`config.mk`:
```
export PLATFORM = sky130hd
export DESIGN_NAME = lbp_histogram
export DESIGN_NICKNAME = d
export VERILOG_FILES = /design/src/rtl/lbp_pkg.sv /design/src/rtl/hist_ram.sv /design/src/rtl/lbp_histogram.sv
export SDC_FILE = /design/constraint.sdc
export NUM_CORES = 2
export LEC_CHECK = 0
export CAP_MARGIN = 20
export CORE_ASPECT_RATIO = 0.75
export CORE_MARGIN = 3
export CORE_UTILIZATION = 44
export CTS_CLUSTER_DIAMETER = 200
export DETAILED_ROUTE_END_ITERATION = 16
export GPL_TIMING_DRIVEN = 0
export MAX_ROUTING_LAYER = met4
export SYNTH_ARGS = -nofsm -noshare
export SYNTH_HDL_FRONTEND = slang
export SYNTH_SLANG_ARGS = --single-unit
```
`constraint.sdc`:
```
create_clock -name clk -period 14.02 [get_ports clk]
set_input_delay 2.804 -clock clk [delete_from_list [all_inputs] [get_ports clk]]
set_output_delay 2.804 -clock clk [all_outputs]
set_load 0.05 [all_outputs]
```
`src/rtl/lbp_pkg.sv`:
```
// Shared constants and state encoding for the LBP histogram slice.
// The frame geometry is kept here so every stage agrees on the interior pixel count.
package lbp_pkg;

    localparam int IMG_W        = 128;
    localparam int IMG_H        = 128;
    localparam int NBINS        = 256;
    localparam int CNT_W        = 14;
    localparam int INTERIOR_PIX = (IMG_W - 2) * (IMG_H - 2);

    typedef enum logic [1:0] {
        ACCUM,
        DRAIN,
        DUMP,
        DONE
    } state_t;

endpackage

```
`src/rtl/hist_ram.sv`:
```
// Bin storage: one synchronous read port and one write port, 1-cycle read latency.
// A read and a write to the same address on the same edge return the old word.
module hist_ram #(
    parameter int DEPTH = 256,
    parameter int AW    = 8,
    parameter int DW    = 14
) (
    input  logic          clk,
    input  logic          i_re,
    input  logic [AW-1:0] i_raddr,
    output logic [DW-1:0] o_rdata,
    input  logic          i_we,
    input  logic [AW-1:0] i_waddr,
    input  logic [DW-1:0] i_wdata
);

    logic [DW-1:0] r_mem [DEPTH];
    logic [DW-1:0] r_rdata;

    always_ff @(posedge clk) begin
        if (i_we) begin
            r_mem[i_waddr] <= i_wdata;
        end
        if (i_re) begin
            r_rdata <= r_mem[i_raddr];
        end
    end

    assign o_rdata = r_rdata;

endmodule

```
`src/rtl/lbp_histogram.sv`:
```
// Accumulates a 256-bin histogram of LBP codes with a read-modify-write pipeline,
// then streams every bin out over a valid/ready port once the frame is finished.
module lbp_histogram #(
    parameter int CNT_W = lbp_pkg::CNT_W
) (
    input  logic             clk,
    input  logic             reset,
    input  logic             lbp_valid,
    input  logic [7:0]       lbp_data,
    input  logic             finish,
    output logic             hist_valid,
    input  logic             hist_ready,
    output logic [7:0]       hist_bin,
    output logic [CNT_W-1:0] hist_count,
    output logic             hist_done,
    output logic             drop_err
);

    import lbp_pkg::*;

    state_t             r_state;
    state_t             w_state_next;

    logic               r_s1_valid;
    logic [7:0]         r_s1_bin;
    logic               r_s1_tag;
    logic               r_s2_valid;
    logic [7:0]         r_s2_bin;
    logic [CNT_W-1:0]   r_s2_data;

    logic [NBINS-1:0]   r_tag;
    logic [7:0]         r_bin;
    logic               r_hist_valid;
    logic               r_dump_tag;
    logic               r_drop_err;

    logic               w_accept;
    logic               w_dump_read;
    logic               w_handshake;
    logic               w_ram_re;
    logic [7:0]         w_ram_raddr;
    logic [CNT_W-1:0]   w_ram_q;
    logic               w_fwd;
    logic [CNT_W-1:0]   w_old;
    logic [CNT_W-1:0]   w_new;
    logic               w_sat;

    assign w_accept    = (r_state == ACCUM) && lbp_valid;
    assign w_dump_read = (r_state == DUMP) && !r_hist_valid;
    assign w_handshake = r_hist_valid && hist_ready;

    always_comb begin
        w_ram_re    = w_accept || w_dump_read;
        w_ram_raddr = (r_state == ACCUM) ? lbp_data : r_bin;
    end

    hist_ram #(
        .DEPTH (NBINS),
        .AW    (8),
        .DW    (CNT_W)
    ) u_ram (
        .clk     (clk),
        .i_re    (w_ram_re),
        .i_raddr (w_ram_raddr),
        .o_rdata (w_ram_q),
        .i_we    (r_s1_valid),
        .i_waddr (r_s1_bin),
        .i_wdata (w_new)
    );

    // The RAM returns stale data when the previous cycle wrote the same bin, so
    // that write is replayed from stage 2; untagged bins read as zero.
    always_comb begin
        w_fwd = r_s2_valid && (r_s2_bin == r_s1_bin);
        w_old = w_fwd ? r_s2_data : (r_s1_tag ? w_ram_q : '0);
        w_sat = &w_old;
        w_new = w_sat ? w_old : w_old + CNT_W'(1);
    end

    always_ff @(posedge clk or posedge reset) begin
        if (reset) begin
            r_state <= ACCUM;
        end else begin
            r_state <= w_state_next;
        end
    end

    always_comb begin
        w_state_next = r_state;
        case (r_state)
            ACCUM:   if (finish) w_state_next = DRAIN;
            DRAIN:   if (!r_s1_valid) w_state_next = DUMP;
            DUMP:    if (w_handshake && (r_bin == 8'hFF)) w_state_next = DONE;
            DONE:    w_state_next = DONE;
            default: w_state_next = ACCUM;
        endcase
    end

    always_ff @(posedge clk or posedge reset) begin
        if (reset) begin
            r_s1_valid <= 1'b0;
            r_s1_bin   <= '0;
            r_s1_tag   <= 1'b0;
            r_s2_valid <= 1'b0;
            r_s2_bin   <= '0;
            r_s2_data  <= '0;
            r_tag      <= '0;
            r_drop_err <= 1'b0;
        end else begin
            r_s1_valid <= w_accept;
            r_s1_bin   <= lbp_data;
            r_s1_tag   <= r_tag[lbp_data];
            r_s2_valid <= r_s1_valid;
            r_s2_bin   <= r_s1_bin;
            r_s2_data  <= w_new;
            if (r_s1_valid) begin
                r_tag[r_s1_bin] <= 1'b1;
            end
            if ((lbp_valid && (r_state != ACCUM)) || (r_s1_valid && w_sat)) begin
                r_drop_err <= 1'b1;
            end
        end
    end

    // Each bin costs one read cycle with valid low, then holds until accepted.
    always_ff @(posedge clk or posedge reset) begin
        if (reset) begin
            r_bin        <= '0;
            r_hist_valid <= 1'b0;
            r_dump_tag   <= 1'b0;
        end else if (r_state == DRAIN) begin
            r_bin <= '0;
        end else if (w_dump_read) begin
            r_hist_valid <= 1'b1;
            r_dump_tag   <= r_tag[r_bin];
        end else if (w_handshake) begin
            r_hist_valid <= 1'b0;
            if (r_bin != 8'hFF) begin
                r_bin <= r_bin + 8'd1;
            end
        end
    end

    assign hist_valid = r_hist_valid;
    assign hist_bin   = r_bin;
    assign hist_count = (r_hist_valid && r_dump_tag) ? w_ram_q : '0;
    assign hist_done  = (r_state == DONE);
    assign drop_err   = r_drop_err;

endmodule

```
==> impl_metrics.tcl <==
set metrics [dict create \
    status "finished, violations left" \
    violations "max-slew violations" \
    dr.first_iter.drc_count 21740 \
    die_w_um 696.0 \
    finClkSkew_ns 0.06781 \
    fin_nets 10680 \
    yosys_most_used_dff "edfxtp_1" \
    syn_inst 9660 \
    slew_headroom -0.05611 \
    crit_required_ns 14.73 \
    wl_per_cell_um 47.73 \
    grt_usage 0.4205 \
    vias 108600 \
    routabilityCongestion 1.063 \
    rsz0062_at_grt "no" \
    slowest_stage "clkbuf_1" \
    holdBufCountCts 0 \
    finalPower_w 0.03638 \
    worstMarginPinSlew_ns 1.584 \
    p_sw_w 0.01481 \
    ir_worst_vdd_v 0.0001516 \
    synth.cell_area_um2 157100 \
    crit_path_end_kind "flip-flop" \
    synthTopCellsByArea "edfxtp_1, mux4_2, dfrtp_1" \
    cts_resized 0 \
    cts_buffers 387 \
    pwr-share-seq 0.348 \
    seq_area_frac_synth 0.7357 \
    synth_common_cells "edfxtp_1, nand3_1, o21ai_0" \
    slew_viol_final 4 \
    clkTransAtPathRegs_ns 0.07 \
    clk_latency_ns 1.05 \
    avgSynthCellArea_um2 16.27 \
    cts_root_buf "clkbuf_16" \
    yosysTopAreaCellShare 0.6876 \
    p_leak_nw 58.23 \
    cpPeakStageDelay_ns 0.99 \
    p_comb_frac 0.356 \
    syn_to_final_growth_pct 19.01 \
    cts_tree "built" \
    clk_path_buf_depth 4 \
    swShare 0.4070 \
    async_reset_ff_frac 0.07744 \
    worstSetupStartpointType "primary input" \
    ios 38 \
    coreArea_um2 354500 \
    num_rows 189 \
    intPower_w 0.02158 \
    fmax_mhz 112.1 \
    cap_violations 0 \
    clkPwrFrac 0.295 \
    dpl.hpwl_mm 572.9 \
    place_area_um2 173700 \
    stdcell_area_um2 187000 \
    clock_sinks 3900 \
    fin_util 0.5275 \
    grt_max_degree 119 \
    drive_gt1_frac 0.2309 \
    hold_slack_ns 0.3823 \
    final.setup.tns_ns 0 \
    drt-pass1-iter-count 8 \
    hold_path.class "reg2reg" \
    path_delay_family "buffers and inverters" \
    synth_fp_nets 9675 \
    gr-total-overflow 0 \
    synth_edf_count 3598 \
    power_density_nw_per_um2 194.6 \
    die_area_um2 364400 \
    path_common_cell "nor4_2" \
    setup_viol 0 \
    yosysTopAreaCell "edfxtp_1" \
    cts.htree.levels 5 \
    die_h_um 523.5 \
    yosysWarnings 0 \
    routed_wl_mm 755.3 \
    yosysUniqueCellTypes 84 \
    cp.arrival_ns 9.63 \
    hold_viol_final 0 \
    ys_seq_elements 3900 \
    post-route-min-period_ns 8.919 \
    drt-vias-per-instance 6.863 \
    antenna_left 0 \
    grt_pass1_wl_mm 966.9 \
    cts_setup_buffers 0 \
    grt_pass1_vias 97790 \
    cp_max_fo 11 \
    port_buffers 37 \
    fin_crit_sh 0.6362 \
    drc 0 \
    start_util 0.4433 \
    crit_chain "clkdlybuf4s50_1 > or3b_4 > nand2_1 > buf_4 > buf_2 > clkbuf_1 > a211oi_1 > nor4_1 > o2bb2ai_1 > nor4_2 > nor4_2" \
    synth_most_common_cell "edfxtp_1" \
    worst-path-buf-inv 4 \
    critPathKind "in2reg" \
    antenna_found_initial 136 \
]
==> power by group through the flow <==
| stage | registers, W | clock network (W) | logic [W] |
|---|---|---|---|
| finish | 0.0127 | 0.0108 | 0.0130 |
| global route | 0.0127 | 0.0112 | 0.0127 |
| CTS | 0.0127 | 0.0107 | 0.0122 |
| detailed placement | 0.0129 | 0 | 0.0121 |
| global placement | 0.0129 | 0 | 0.0116 |
| floorplan | 0.0129 | 0 | 0.00509 |
==> layout by cell type (no fill, tap or decap), types with 168 or more instances in the layout <==
master	Yosys	final
edfxtp_1	3598	3598
nand3_1	716	716
o21ai_0	620	601
clkbuf_1	391	452
mux2i_1	443	442
clkbuf_16	0	391
mux4_2	386	386
nand2_1	384	384
a211oi_1	369	369
buf_2	258	303
dfrtp_1	302	302
or2_2	261	261
buf_8	0	254
and3_1	207	207
nor2_2	3	168
==> metal layers <==
layer  track usage  wire (um)  vias to the layer above
li1              -          -                    41180
met1        0.5807     297400                    57050
met2        0.5346     298400                     9016
met3        0.1714     117800                     1354
met4        0.1979      41690                        0
met5             -          0                        -
==> path summary, 6_finish.rpt <==
kind / end / cells past startpoint / slack, ns / startpoint
min: r_s2_bin[6] / 0 / 0.38 / r_s1_bin[6]
max in group asynchronous: r_tag[24] / 3 / 10.76 / reset
max reg2reg: u_ram.o_rdata[12] / 13 / 6.61 / hist_bin[1]
min in group asynchronous: r_s2_data[7] / 2 / 2.21 / reset
min reg2reg: r_s2_bin[6] / 0 / 0.38 / r_s1_bin[6]
max: u_ram.o_rdata[3] / 11 / 5.10 / lbp_data[0]
==> layout make-up <==
cell class	instances	area, um2
antenna	148	370.4
clock inverter	232	2517
fill	28520	167500
multi-input combinational	4963	39270
inverter	9	41.29
tap	4679	5854
timing repair buffer	615	9402
clock buffer	490	10270
buffer	788	3676
sequential	3900	115600
==> per-stage QoR <==
step           std cells  setup slack, ns
2_1_floorplan       9660            2.354
3_3_place_gp       14380           -14.25
3_5_place_dp       14940            4.466
4_1_cts            15660            5.561
5_1_grt            15790            5.531
6_report           15820            5.101
==> worst register-to-register path: cells and delay by family, from the launching register on <==
family                 cells  cell delay, ns
AOI/OAI and AO/OA          5            2.46
buffers and inverters      6            3.98
DFF                        1            0.39
and+or+nand+nor            2            0.43
==> cell families (layout without fill, tap and decap cells) <==
| kind of cell | Yosys count | in the layout | synth area share |
|---|---|---|---|
| buffers and inverters | 797 | 2134 | 0.02334 |
| other | 0 | 148 | 0 |
| DFF | 3900 | 3900 | 0.7357 |
| and+or+nand+nor | 2203 | 2203 | 0.07174 |
| AOI/OAI and AO/OA | 1869 | 1869 | 0.08159 |
| adders and majority gates | 2 | 2 | 0.0001592 |
| muxes | 864 | 864 | 0.08606 |
| xor gates and xnor gates | 25 | 25 | 0.001394 |
==> registers in the layout, indices dropped and copies added, names as in the netlist <==
| name | flops |
|---|---|
| r_s2_valid | 1 |
| drop_err | 1 |
| r_s2_bin | 8 |
| r_s2_data | 14 |
| r_dump_tag | 1 |
| r_s1_bin | 8 |
| r_s1_tag | 1 |
| r_state | 2 |
| r_tag | 256 |
| hist_valid | 1 |
| hist_bin | 8 |
| u_ram.r_mem | 3584 |
| r_s1_valid | 1 |
| u_ram.o_rdata | 14 |
No activity file was read; power rests on OpenSTA's default activity.
